`src/rtl/openlab_pkg.sv`:
```
// Shared board-level constants for the OpenLab Nios II system.
// Derives debounce windows from the system clock rate.
package openlab_pkg;

   localparam int CLK_HZ      = 32'd50_000_000;
   localparam int DEBOUNCE_MS = 32'd10;

   // Number of CLK_HZ cycles spanning the given number of milliseconds.
   function automatic int cycles_from_ms(input int ms);
      return (CLK_HZ / 32'd1000) * ms;
   endfunction

endpackage

```
`src/rtl/debounce_bit.sv`:
```
// One switch bit: 2-flop synchroniser, stability counter, debounced value
// and registered single-cycle rise/fall pulses.
module debounce_bit
   import openlab_pkg::*;
#(
   parameter int DEBOUNCE_CYCLES = cycles_from_ms(DEBOUNCE_MS)
) (
   input  logic clk,
   input  logic rst_n,
   input  logic pin,
   output logic stable,
   output logic rise,
   output logic fall
);

   localparam int CW = (DEBOUNCE_CYCLES > 32'd1) ? $clog2(DEBOUNCE_CYCLES) : 32'd1;
   localparam logic [CW-1:0] CNT_MAX = CW'(DEBOUNCE_CYCLES - 32'd1);

   logic          sync_meta_r;
   logic          sync_r;
   logic [CW-1:0] cnt_r;
   logic          stable_r;
   logic          rise_r;
   logic          fall_r;

   logic [CW-1:0] cnt_nxt_s;
   logic          stable_nxt_s;
   logic          rise_nxt_s;
   logic          fall_nxt_s;

   // Synchroniser: the first flop may go metastable, only sync_r is used.
   always_ff @(posedge clk or negedge rst_n) begin
      if (!rst_n) begin
         sync_meta_r <= 1'b0;
         sync_r      <= 1'b0;
      end else begin
         sync_meta_r <= pin;
         sync_r      <= sync_meta_r;
      end
   end

   // Count consecutive disagreeing cycles; any agreeing cycle restarts.
   always_comb begin
      cnt_nxt_s    = cnt_r;
      stable_nxt_s = stable_r;
      rise_nxt_s   = 1'b0;
      fall_nxt_s   = 1'b0;
      if (sync_r == stable_r) begin
         cnt_nxt_s = '0;
      end else if (cnt_r == CNT_MAX) begin
         cnt_nxt_s    = '0;
         stable_nxt_s = sync_r;
         rise_nxt_s   = sync_r;
         fall_nxt_s   = ~sync_r;
      end else begin
         cnt_nxt_s = cnt_r + CW'(1);
      end
   end

   // Counter, debounced value and edge pulse registers.
   always_ff @(posedge clk or negedge rst_n) begin
      if (!rst_n) begin
         cnt_r    <= '0;
         stable_r <= 1'b0;
         rise_r   <= 1'b0;
         fall_r   <= 1'b0;
      end else begin
         cnt_r    <= cnt_nxt_s;
         stable_r <= stable_nxt_s;
         rise_r   <= rise_nxt_s;
         fall_r   <= fall_nxt_s;
      end
   end

   assign stable = stable_r;
   assign rise   = rise_r;
   assign fall   = fall_r;

endmodule

```
`src/rtl/switch_debounce.sv`:
```
// Debounces the slide switches for the switches PIO and raises a sticky
// change flag that software clears with irq_clr.
module switch_debounce
   import openlab_pkg::*;
#(
   parameter int WIDTH           = 32'd8,
   parameter int DEBOUNCE_CYCLES = cycles_from_ms(DEBOUNCE_MS)
) (
   input  logic             clk_clk,
   input  logic             reset_reset_n,
   input  logic [WIDTH-1:0] sw_raw,
   input  logic             irq_clr,
   output logic [WIDTH-1:0] sw_stable,
   output logic [WIDTH-1:0] sw_rise,
   output logic [WIDTH-1:0] sw_fall,
   output logic             irq
);

   logic irq_r;
   logic irq_nxt_s;

   for (genvar i = 0; i < WIDTH; i++) begin : g_bit
      debounce_bit #(
         .DEBOUNCE_CYCLES(DEBOUNCE_CYCLES)
      ) u_bit (
         .clk   (clk_clk),
         .rst_n (reset_reset_n),
         .pin   (sw_raw[i]),
         .stable(sw_stable[i]),
         .rise  (sw_rise[i]),
         .fall  (sw_fall[i])
      );
   end

   // Sticky change flag; a new change beats a simultaneous clear.
   always_comb begin
      irq_nxt_s = irq_r;
      if (|(sw_rise | sw_fall)) begin
         irq_nxt_s = 1'b1;
      end else if (irq_clr) begin
         irq_nxt_s = 1'b0;
      end else begin
         irq_nxt_s = irq_r;
      end
   end

   // Interrupt flag register.
   always_ff @(posedge clk_clk or negedge reset_reset_n) begin
      if (!reset_reset_n) begin
         irq_r <= 1'b0;
      end else begin
         irq_r <= irq_nxt_s;
      end
   end

   assign irq = irq_r;

endmodule

```
`config.mk`:
```
export PLATFORM = sky130hd
export DESIGN_NAME = switch_debounce
export DESIGN_NICKNAME = d
export VERILOG_FILES = /design/src/rtl/openlab_pkg.sv /design/src/rtl/debounce_bit.sv /design/src/rtl/switch_debounce.sv
export SDC_FILE = /design/constraint.sdc
export NUM_CORES = 1
export LEC_CHECK = 0
export ABC_AREA = 0
export BUFFER_PORTS_ARGS = -buffer_cell sky130_fd_sc_hd__buf_4
export CAP_MARGIN = 20
export CORE_MARGIN = 2
export CORE_UTILIZATION = 45
export CTS_BUF_LIST = sky130_fd_sc_hd__clkbuf_4 sky130_fd_sc_hd__clkbuf_8
export DETAILED_ROUTE_END_ITERATION = 8
export REMOVE_ABC_BUFFERS = 1
export SLEW_MARGIN = 5
export SYNTH_ARGS = -nofsm -noshare
export SYNTH_HDL_FRONTEND = slang
export SYNTH_SLANG_ARGS = --single-unit
```
`constraint.sdc`:
```
create_clock -name clk_clk -period 2.25 [get_ports clk_clk]
set_input_delay 0.45 -clock clk_clk [delete_from_list [all_inputs] [get_ports clk_clk]]
set_output_delay 0.45 -clock clk_clk [all_outputs]
set_load 0.1 [all_outputs]
```
# Word-level counts from Yosys, hierarchy flattened

Cells that the tools add are included.

Divide/modulo/power cells: 0
Shifts and indexed selects: 0
Bitwise gates (word level): 17
$add $sub $neg: 8
$mul: 0
Order comparisons: 0
Reductions and logical operators: 10
Mux-type cells: 50
Equality and inequality tests: 16

Operator list:

| cell                                           | count |
|---|---|
| two-way mux 19 bit                             | 16 |
| adder 19 x 1 -> 19 bit (second input constant) | 8 |
| equality test 19 bit (second input constant)   | 8 |
| two-way mux 1 bit                              | 34 |
| NOT 1 bit                                      | 16 |
| AND reduction 2 bit                            | 8 |
| equality test 1 bit                            | 8 |
| OR 8 bit                                       | 1 |
| OR reduction 8 bit                             | 1 |
| nonzero test 2 bit                             | 1 |

ROM bits: 0
Register bits: 193
Word-level logic and storage cells: 150
Latch bits: 0
Memories kept: 0
Memory bits (writable): 0

# Logic depth before layout (Yosys ltp)

Depth in word-level cells: 3
Mapped depth: 8

# Hierarchy

A second synthesis with hierarchy kept.

Cells, all modules: 899
Area, all modules: 9286.4 um2

Modules (own cells, without submodules):

| module                             | cells an instance | seq. area each (um2) | times used | area an instance (um2) |
|---|---|---|---|---|
| debounce_bit at g_bit[0].u_bit ... | 112               | 600.6                | 7          | 1151.1 |
| debounce_bit at g_bit[3].u_bit     | 107               | 600.6                | 1          | 1161.1 |
| switch_debounce                    | 8                 | 25.0                 | 1          | 67.6 |

# Worst setup path before layout

Ideal clock, no wire load.

Path kind: register to register
Start point: reg g_bit[2].u_bit.cnt_r[0]
End point: reg g_bit[2].u_bit.stable_r
Setup time: 0.125 ns
Clock period less this slack: 1.930 ns
Arrival: 1.805 ns
Slack: 0.320 ns
Buffers on the path: 1
Cell stages (with the launch flop): 6
Cell sequence: dfrtp_1 > ha_1 > and4_1 > clkbuf_2 > or4b_2 > mux2_2

Cells in the longest elaborated chain, start to end: 2

Ends and longest elaborated chain:

| element                       | line               | text |
|---|---|---|
| from (decl)                   | debounce_bit.sv:21 | `logic [CW-1:0] cnt_r;` |
| from (signal assigned)        | debounce_bit.sv:68 | `cnt_r <= cnt_nxt_s;` |
| equality test 19 bit          | debounce_bit.sv:50 | `end else if (cnt_r == CNT_MAX) begin` |
| AND reduction 2 bit (no line) | n/a                |  |
| to (signal assigned)          | debounce_bit.sv:69 | `stable_r <= stable_nxt_s;` |
| to (decl)                     | debounce_bit.sv:22 | `logic stable_r;` |

No other way between the ends.
A chain may end at the register's enable or synchronous reset.

# Worst setup path after layout

Start point: reg g_bit[4].u_bit.cnt_r[0]
End point: reg g_bit[4].u_bit.stable_r

Cells in the longest elaborated chain, start to end: 2

Ends and longest elaborated chain:

| element                       | line |
|---|---|
| from (decl)                   | debounce_bit.sv:21 |
| from (signal assigned)        | debounce_bit.sv:68 |
| equality test 19 bit          | debounce_bit.sv:50 |
| AND reduction 2 bit (no line) | n/a |
| to (signal assigned)          | debounce_bit.sv:69 |
| to (decl)                     | debounce_bit.sv:22 |

No other way between the ends.

==> impl_metrics.csv <==
group,metric,value,unit
synthesis,synth_area_leaders,"dfrtp_1 53%, xnor2_1 6.0%, nor2_1 4.6%",
synthesis,synth_area_per_cell,10.3,um^2
layout,final_area,10100,um^2
floorplan,dieArea,21400,um^2
clock_tree,htree_levels,4,
critical_path,crit_arrival,2.41,ns
synthesis,ys_warn_count,0,
floorplan,rows,52,
route,dr.pass1.iters,4,
sta,rsz0062_at_grt,"no",
sta,slew_headroom,0.526,
worst_hold_path,holdCritPathClass,"in -> reg",
layout,syn2layout_area_growth,11.3,%
critical_path,r2r_slack,0.18,ns
route,drc_errors,0,
clock_tree,cts_buffer_depth,2,
layout,n_antenna_cell,0,
placed_design,dpl.hpwl,12.3,mm
sta,worst_slew_pin_slew,0.705,ns
power_and_ir_drop,irDropWorstVdd,0.377,mV
critical_path,critPathKind,"reg -> reg",
synthesis,synth_edf_count,0,
status,status,"finished clean",
route,drt_iter0_drc,316,
sta,fin_setup_tns,0,ns
critical_path,cp_max_fo,8,
route,routed_wl,17.3,mm
grt,grt_pass1_vias,6269,
clock_tree,cts_sinks,193,
synthesis,synth_top_cell_by_area,"dfrtp_1",
synthesis,syn_area,9110,um^2
clock_tree,post_cts_buffers,0,
clock_tree,clk-insertion-delay-late,0.46,ns
synthesis,synth_top_area_share,0.530,
sta,setup_violations,0,
synthesis,ys_ff_latch,193,
power_and_ir_drop,leakage,4.12,nW
placed_design,place_congestion,0.812,
sta,finClkSkew,0.0128,ns
grt,overflow,0,
route,via_count,6385,
synthesis,synth.most_common_cell,"dfrtp_1",
power_and_ir_drop,power_density,622,nW/um^2
synthesis,async_reset_ff_frac,1.00,
clock_tree,cts_tree,"yes",
grt,grt.total_usage,0.175,
layout,drive_above_1_share,0.135,
grt,grt_max_degree,68,
route,viasPerCell,5.29,
sta,min_period_over_period,0.918,
grt,antenna_found_initial,0,
sta,setup_ws,0.184,ns
clock_tree,cts_made_buffers,17,
route,wire_per_inst,14.3,um
clock_tree,cts_root_buf,"clkbuf_8",
sta,slew_viol_final,0,
critical_path,crit_path_end_kind,"flip-flop",
layout,n_fill_cell,1895,
critical_path,critPathRequiredTime,2.60,ns
route,ant_nets,0,
synthesis,ys_seq_area_frac,0.530,
synthesis,synth_cells,887,
synthesis,synth_cell_types,38,
sta,period_minus_slack,2.07,ns
floorplan,die_w,146,um
job,maxCapViolCount,0,
layout,post-route-util,0.506,
clock_tree,clk_pin_slew,0.10,ns
placed_design,port_buffers,35,
grt,grt_pass1_wl,30.8,mm
floorplan,die_h,146,um
floorplan,num_io_pins,36,
sta,fmaxAchievable,484,MHz
floorplan,initial_utilization,0.454,
floorplan,coreArea,20000,um^2
layout,fin_nets,942,
placed_design,pre_cts_ws,0.203,ns
critical_path,cp-start-kind,"flip-flop",
placed_design,dpl-instance-area,9680,um^2
synthesis,yosys-top-cells-count,"193 x dfrtp_1, 111 x nor2_1, 62 x xnor2_1",
sta,hold_viol,0,
synthesis,synth_ff_type,"dfrtp_1",
==> path summary, 6_finish.rpt <==
check / from / end / cells after the start
min in group asynchronous: reset_reset_n / g_bit[0].u_bit.sync_r / 2
max in group asynchronous: reset_reset_n / g_bit[4].u_bit.sync_meta_r / 3
min: sw_raw[3] / g_bit[3].u_bit.sync_meta_r / 1
max reg2reg: g_bit[4].u_bit.cnt_r[0] / g_bit[4].u_bit.stable / 4
min reg2reg: g_bit[0].u_bit.sync_meta_r / g_bit[0].u_bit.sync_r / 0
max: g_bit[4].u_bit.cnt_r[0] / g_bit[4].u_bit.stable / 4
==> worst max-delay path: stages (launching register included) <==
cell	delay (ns)
dfrtp_1	0.40
ha_1	0.22
and4_1	0.37
or4b_2	0.68
mux2_2	0.30
==> registers in the layout, indices dropped and copies added (netlist names) <==
name / count
g_bit.u_bit.sync_r: 8
g_bit.u_bit.cnt_r: 152
g_bit.u_bit.rise: 8
g_bit.u_bit.fall: 8
irq: 1
g_bit.u_bit.sync_meta_r: 8
g_bit.u_bit.stable: 8
==> stage by stage <==
step,hold slack (ns),total power (W),instances
after floorplan,0.154,0.00371,843
after global placement,0.332,0.00387,1173
after detailed placement,0.337,0.00387,1173
after CTS,0.0457,0.00643,1206
after global routing,0.0464,0.00661,1206
final,0.0844,0.00631,1206
==> cell families after synthesis <==
group                    after synthesis  share of synthesized area
adder cells (fa/ha/maj)                8                     0.0110
multiplexers                           8                    0.00989
AO/OA/AOI/OAI                         86                     0.0584
XOR/XNOR                             106                      0.102
buffers and inverters                 60                     0.0354
AND/OR/NAND/NOR                      426                      0.253
flip-flops                           193                      0.530
==> cells in the final DEF (no fill, tap or decap), types with 8 or more instances in the layout <==
cell | synthesis | layout
dfrtp_1 | 193 | 193
nor2_1 | 111 | 111
xnor2_1 | 62 | 62
nand3_1 | 59 | 59
buf_4 | 24 | 56
nand2_1 | 48 | 48
xor2_1 | 44 | 44
a21oi_1 | 39 | 39
nand4_1 | 36 | 36
nor4_1 | 26 | 26
or4_1 | 25 | 25
o21ai_0 | 22 | 22
or3_1 | 22 | 22
clkbuf_8 | 0 | 19
nor3b_1 | 17 | 17
and3_1 | 16 | 16
inv_1 | 16 | 16
nor3_1 | 15 | 15
o31ai_1 | 15 | 15
and4_1 | 11 | 11
and2_1 | 10 | 10
or2_2 | 8 | 8
mux2_2 | 8 | 8
ha_1 | 8 | 8
==> report_power, final <==
part / internal [W] / leakage (nW) / total (W) / switching [W]
combinational: 0.0000816 / 1.26 / 0.000227 / 0.000145
sequential: 0.00351 / 2.64 / 0.00356 / 0.0000489
clock: 0.00126 / 0.216 / 0.00252 / 0.00126
==> metal layers <==
layer / vias to the layer above / GRT usage / share of wire
li1: 3204 / - / -
met1: 3114 / 0.255 / 0.51
met2: 59 / 0.268 / 0.46
met3: 8 / 0.0375 / 0.027
met4: 0 / 0.0471 / 0.0083
met5: - / 0 / 0
==> area by class of cell <==
type                            instances  area (um^2)  area share
Sequential cell                       193         4830       0.476
Multi-Input combinational cell        634         3960       0.390
Timing Repair Buffer                   61          504      0.0497
Tap cell                              270          338      0.0333
Clock buffer                           18          248      0.0244
Clock inverter                         14          204      0.0201
Inverter                               16         60.1     0.00592
==> what timing repair did <==
action / in CTS / in global routing
endpoints found under the hold margin: 40 / 0
hold buffers: 1 / 0
gates resized for setup: 0 / 0
(Power assumes the default switching activity.)
